File: src/rtl/soc_uart_tx.sv
// soc_uart_tx: transmit back end for the system UART.
// Bytes pushed from the register-block write path go into a small FIFO. A serialiser
// drains the FIFO and drives 8N1 frames onto tx: a start bit, eight data bits LSB
// first, then a stop bit, with no parity.
//
// Ports:
//   clk      system clock; all logic on posedge
//   rst      synchronous, active-high reset
//   we       write strobe; data_in is pushed when the FIFO is not full
//   data_in  byte to transmit
//   rdy      one-cycle pulse the cycle after an accepted push
//   full     FIFO holds FIFO_DEPTH entries
//   empty    FIFO holds no entries
//   level    current FIFO occupancy (0..FIFO_DEPTH)
//   ovf      sticky; a write arrived while full; cleared only by rst
//   busy     serialiser is not idle
//   tx       registered serial output; idle high
module soc_uart_tx #(
  parameter int unsigned CLKS_PER_BIT = 16,
  parameter int unsigned FIFO_DEPTH   = 8
) (
  input  logic                          clk,
  input  logic                          rst,
  input  logic                          we,
  input  logic [7:0]                    data_in,
  output logic                          rdy,
  output logic                          full,
  output logic                          empty,
  output logic [$clog2(FIFO_DEPTH):0]   level,
  output logic                          ovf,
  output logic                          busy,
  output logic                          tx
);

  localparam int unsigned PTR_W = $clog2(FIFO_DEPTH);
  localparam int unsigned CNT_W = $clog2(CLKS_PER_BIT);

  localparam logic [PTR_W:0]   DEPTH_L = (PTR_W + 1)'(FIFO_DEPTH);
  localparam logic [CNT_W-1:0] CNT_MAX = CNT_W'(CLKS_PER_BIT - 1);

  localparam logic [1:0] ST_IDLE  = 2'd0;
  localparam logic [1:0] ST_START = 2'd1;
  localparam logic [1:0] ST_DATA  = 2'd2;
  localparam logic [1:0] ST_STOP  = 2'd3;

  // FIFO storage and bookkeeping
  logic [7:0]       mem_q [FIFO_DEPTH];
  logic [PTR_W-1:0] wr_ptr_q, wr_ptr_d;
  logic [PTR_W-1:0] rd_ptr_q, rd_ptr_d;
  logic [PTR_W:0]   count_q, count_d;
  logic             rdy_q, rdy_d;
  logic             ovf_q, ovf_d;

  // Serialiser state
  logic [1:0]       state_q, state_d;
  logic [CNT_W-1:0] cnt_q, cnt_d;
  logic [2:0]       bit_q, bit_d;
  logic [7:0]       shift_q, shift_d;
  logic             tx_q, tx_d;

  logic push;
  logic pop;

  assign full  = (count_q == DEPTH_L);
  assign empty = (count_q == '0);
  assign level = count_q;
  assign rdy   = rdy_q;
  assign ovf   = ovf_q;
  assign busy  = (state_q != ST_IDLE);
  assign tx    = tx_q;

  // full is taken from registered count, so a write while full loses even if the
  // serialiser pops in the same cycle.
  assign push = we & ~full;

  // Serialiser next state. pop is only raised when the FIFO holds data.
  always_comb begin
    state_d = state_q;
    cnt_d   = cnt_q;
    bit_d   = bit_q;
    shift_d = shift_q;
    pop     = 1'b0;
    case (state_q)
      ST_IDLE: begin
        if (!empty) begin
          pop     = 1'b1;
          shift_d = mem_q[rd_ptr_q];
          cnt_d   = '0;
          state_d = ST_START;
        end
      end
      ST_START: begin
        if (cnt_q == CNT_MAX) begin
          cnt_d   = '0;
          bit_d   = '0;
          state_d = ST_DATA;
        end else begin
          cnt_d = cnt_q + 1'b1;
        end
      end
      ST_DATA: begin
        if (cnt_q == CNT_MAX) begin
          cnt_d   = '0;
          shift_d = {1'b0, shift_q[7:1]};
          if (bit_q == 3'd7) begin
            state_d = ST_STOP;
          end else begin
            bit_d = bit_q + 1'b1;
          end
        end else begin
          cnt_d = cnt_q + 1'b1;
        end
      end
      ST_STOP: begin
        if (cnt_q == CNT_MAX) begin
          cnt_d = '0;
          // Chain straight into the next frame so back-to-back bytes have no idle gap.
          if (!empty) begin
            pop     = 1'b1;
            shift_d = mem_q[rd_ptr_q];
            state_d = ST_START;
          end else begin
            state_d = ST_IDLE;
          end
        end else begin
          cnt_d = cnt_q + 1'b1;
        end
      end
      default: state_d = ST_IDLE;
    endcase
  end

  // tx follows the current state one cycle later, which gives the two-edge
  // push-to-start-bit latency.
  always_comb begin
    tx_d = 1'b1;
    if (state_q == ST_START) begin
      tx_d = 1'b0;
    end else if (state_q == ST_DATA) begin
      tx_d = shift_q[0];
    end
  end

  // FIFO pointer/count next state; pointers wrap naturally as FIFO_DEPTH is a power of 2.
  always_comb begin
    wr_ptr_d = push ? wr_ptr_q + 1'b1 : wr_ptr_q;
    rd_ptr_d = pop  ? rd_ptr_q + 1'b1 : rd_ptr_q;
    count_d  = count_q;
    if (push && !pop) begin
      count_d = count_q + 1'b1;
    end else if (!push && pop) begin
      count_d = count_q - 1'b1;
    end
    rdy_d = push;
    ovf_d = ovf_q | (we & full);
  end

  always_ff @(posedge clk) begin
    if (rst) begin
      wr_ptr_q <= '0;
      rd_ptr_q <= '0;
      count_q  <= '0;
      rdy_q    <= 1'b0;
      ovf_q    <= 1'b0;
      state_q  <= ST_IDLE;
      cnt_q    <= '0;
      bit_q    <= '0;
      shift_q  <= '0;
      tx_q     <= 1'b1;
    end else begin
      wr_ptr_q <= wr_ptr_d;
      rd_ptr_q <= rd_ptr_d;
      count_q  <= count_d;
      rdy_q    <= rdy_d;
      ovf_q    <= ovf_d;
      state_q  <= state_d;
      cnt_q    <= cnt_d;
      bit_q    <= bit_d;
      shift_q  <= shift_d;
      tx_q     <= tx_d;
    end
  end

  // Storage needs no reset: the pointers and count alone define which entries are valid.
  always_ff @(posedge clk) begin
    if (!rst && push) begin
      mem_q[wr_ptr_q] <= data_in;
    end
  end

endmodule

File: config.mk
export PLATFORM = sky130hd
export DESIGN_NAME = soc_uart_tx
export DESIGN_NICKNAME = d
export VERILOG_FILES = /design/src/rtl/soc_uart_tx.sv
export SDC_FILE = /design/constraint.sdc
export NUM_CORES = 1
export LEC_CHECK = 0
export BUFFER_PORTS_ARGS = -buffer_cell sky130_fd_sc_hd__buf_2
export CAP_MARGIN = 20
export CORE_ASPECT_RATIO = 0.7
export CORE_MARGIN = 2
export CORE_UTILIZATION = 40
export CTS_BUF_LIST = sky130_fd_sc_hd__clkbuf_2
export CTS_CLUSTER_SIZE = 8
export DETAILED_ROUTE_END_ITERATION = 8
export PLACE_DENSITY_LB_ADDON = 0.25
export SYNTH_ARGS = -nofsm -noshare
export SYNTH_HDL_FRONTEND = slang
export SYNTH_SLANG_ARGS = --single-unit
export TNS_END_PERCENT = 50
File: constraint.sdc
create_clock -name clk -period 7.95 [get_ports clk]
set_input_delay 1.59 -clock clk [delete_from_list [all_inputs] [get_ports clk]]
set_output_delay 1.59 -clock clk [all_outputs]
set_load 0.02 [all_outputs]
==> run metrics <==
status finished, final reports clean; leakage power 1.50 nW; worst hold start shift_q[3]; post-synthesis register bit count 97; Clock Pin Slew Worst Setup and Hold Paths 230 ps; Post-CTS Resized 0; Max Clk Rate 290 MHz; gpl congestion 0.733; H-tree levels 3; Mapped Nets 309; Setup TNS 0 ps; slowest CP cell or4_4; antenna violations before repair 0; Routed Wire Length 7450 µm; n_diodes 0; Vias 2,322; vias per std cell 5.28; Tmin final 3450 ps; layout cell share with drive strength beyond 1 19.2%; Post-Syn Area per Cell 14.6 µm²; Clock Latency Late Sink 530 ps; CTS sink cnt 97; Synth top area share 46.4%; die area 0.0112 mm²; Row Count 31; Post-CTS Hold Fix Bufs 0; Clock Tree Buf Depth 2; HP Class reg2reg; Root Buffer clkbuf_2; worst r2r src state_q[0]; post-route ant nets 0; first-pass GRT wire length 11,500 µm; CTS tree done; Layout Cells excl Fill 440; Seq/Total Area, Yosys 62.4%; DR WL/cell 16.9 µm; max_slew headroom 37.0%; crit path kind reg2out; Distinct cells, synth 51; fin crit share 43.4%; worst path bufs/invs 2; Die X-Extent 126 µm; I/O pin total 21; main flop type after synthesis edfxtp_1; Synth Instances 283; RSZ-0062 raised after global routing false; Die Span Y 89.1 µm; TritonRoute pass-1 iters 4; GRT overflow 0; Worst Hold Margin 464 ps; post-DP HPWL 5020 µm; max-cap violations 0; commonest non-fill, non-tap cell in the layout edfxtp_1; P&R area growth vs syn 6.89%; Worst setup startpoint level[0]; Yosys warnings 0; Nets 330; max incr delay on CP 600 ps; Final Setup Violations 0; # DRC 0; asr flop ratio synth 0%; EDFF count, synth 64; commonest non-fill, non-tap cells in the layout 64 x edfxtp_1, 33 x dfxtp_1, 25 x nor2_1, 21 x buf_2, 20 x a21oi_1; Yosys top cell by area edfxtp_1; arrival time worst endpoint 1860 ps; PD cells 274 mW/mm²; dpl cells 423; Peak VDD IR 0.129 mV; Post-Syn Area 0.00414 mm²; GRT Resource Usage Total 13.7%; Port Buf Inserts 20; core area 0.0102 mm²; largest net degree at the start of global routing 33; Final Skew 19.5 ps; number of buffers created by CTS 9; Pwr Total 1.21 mW; Initial Util 40.6%; Req. time, crit path 6360 ps; CP Max Fanout 6; via count of the first global-routing pass 2,068; # Post-CTS Setup Buffers 0; starting DRC count in detailed routing 158; Top Family by Delay on Critical Path simple AND/OR/NAND/NOR gates; Slew @ Worst Pin 944 ps; CP Launch Type flop; max-slew violations 0; leading post-synthesis cells by cell area edfxtp_1 46%, dfxtp_1 16%, mux4_1 6.4%; final core occ 43.4%; critical path endpoint category primary output; final hold vios 0; worst path cell trace or4_4 -> inv_2 -> buf_2
[logic make-up after synthesis]
logic type | synth area share (%)
buf+inv | 2.57
compound gates | 6.96
mux | 12.8
xor+xnor | 1.27
fa+ha+maj | 4.72
simple gates | 9.28
flops | 62.4
[worst paths after layout]
| path | end | slack (ps) | cells past startpoint |
|---|---|---|---|
| max | empty | 4500 | 3 |
| min | shift_q[3] | 460 | 2 |
| max reg2reg | level[3] | 4950 | 11 |
| min reg2reg | shift_q[3] | 460 | 2 |
[layout make-up]
class                      count  area (µm²)
multi-input combinational    165        1450
timing repair buffer          22         113
clock inverter                 6        35.0
tap                          132         165
fill                         918        5780
inverter                       9        33.8
sequential                    97        2580
clock buffer                   9        45.0
[cell usage after synthesis, types with 2 or more instances]
| cell | n |
|---|---|
| edfxtp_1 | 64 |
| dfxtp_1 | 33 |
| nor2_1 | 25 |
| a21oi_1 | 20 |
| nand2_1 | 15 |
| ha_1 | 14 |
| nand2b_1 | 11 |
| mux4_1 | 10 |
| mux2_2 | 8 |
| o211ai_1 | 8 |
| clkbuf_1 | 6 |
| inv_1 | 6 |
| mux4_2 | 6 |
| nand3_1 | 4 |
| inv_2 | 3 |
| mux2i_1 | 3 |
| nand4_1 | 3 |
| nor3_1 | 3 |
| xnor2_1 | 3 |
| xor2_1 | 3 |
| buf_2 | 2 |
| nor3b_1 | 2 |
| o21ai_1 | 2 |
| o21bai_1 | 2 |
[registers in the layout, summed over array words and instances (netlist names), 2 cells and up, named ones only]
register  flops
bit_q         3
rd_ptr_q      3
state_q       2
level         4
shift_q       8
wr_ptr_q      3
mem_q        64
cnt_q         4
[worst reg2reg max path, stage by stage (launching register included)]
cell and delay, ps:
dfxtp_1 460, inv_1 130, ha_1 350, nor3_1 430, inv_1 110, ha_1 210
inv_1 130, ha_1 290, a21oi_1 200, a211oi_1 90, a31oi_1 170, mux2_1 330
[power by group]
part,switching [mW],total (mW),internal (mW)
Clock,0.155,0.193,0.0380
Combinational,0.209,0.384,0.175
Sequential,0.0500,0.633,0.583
[per-layer routing]
metal  GRT usage, %  part of all wire (%)  vias up
met5              0                     0        -
met4           2.73                  0.94        0
met3           4.07                   3.9        8
met2           19.1                    41       40
met1           21.1                    54     1154
li1               -                     -     1120
[metrics by stage]
stage | worst slack [ps] | instance area (µm²)
after floorplan | 4760 | 4140
after global placement | 4250 | 4330
after detailed placement | 4160 | 4330
after CTS | 4440 | 4410
after global routing | 4360 | 4420
final | 4500 | 4420
Note: power is estimated with default switching activity, not from simulation.
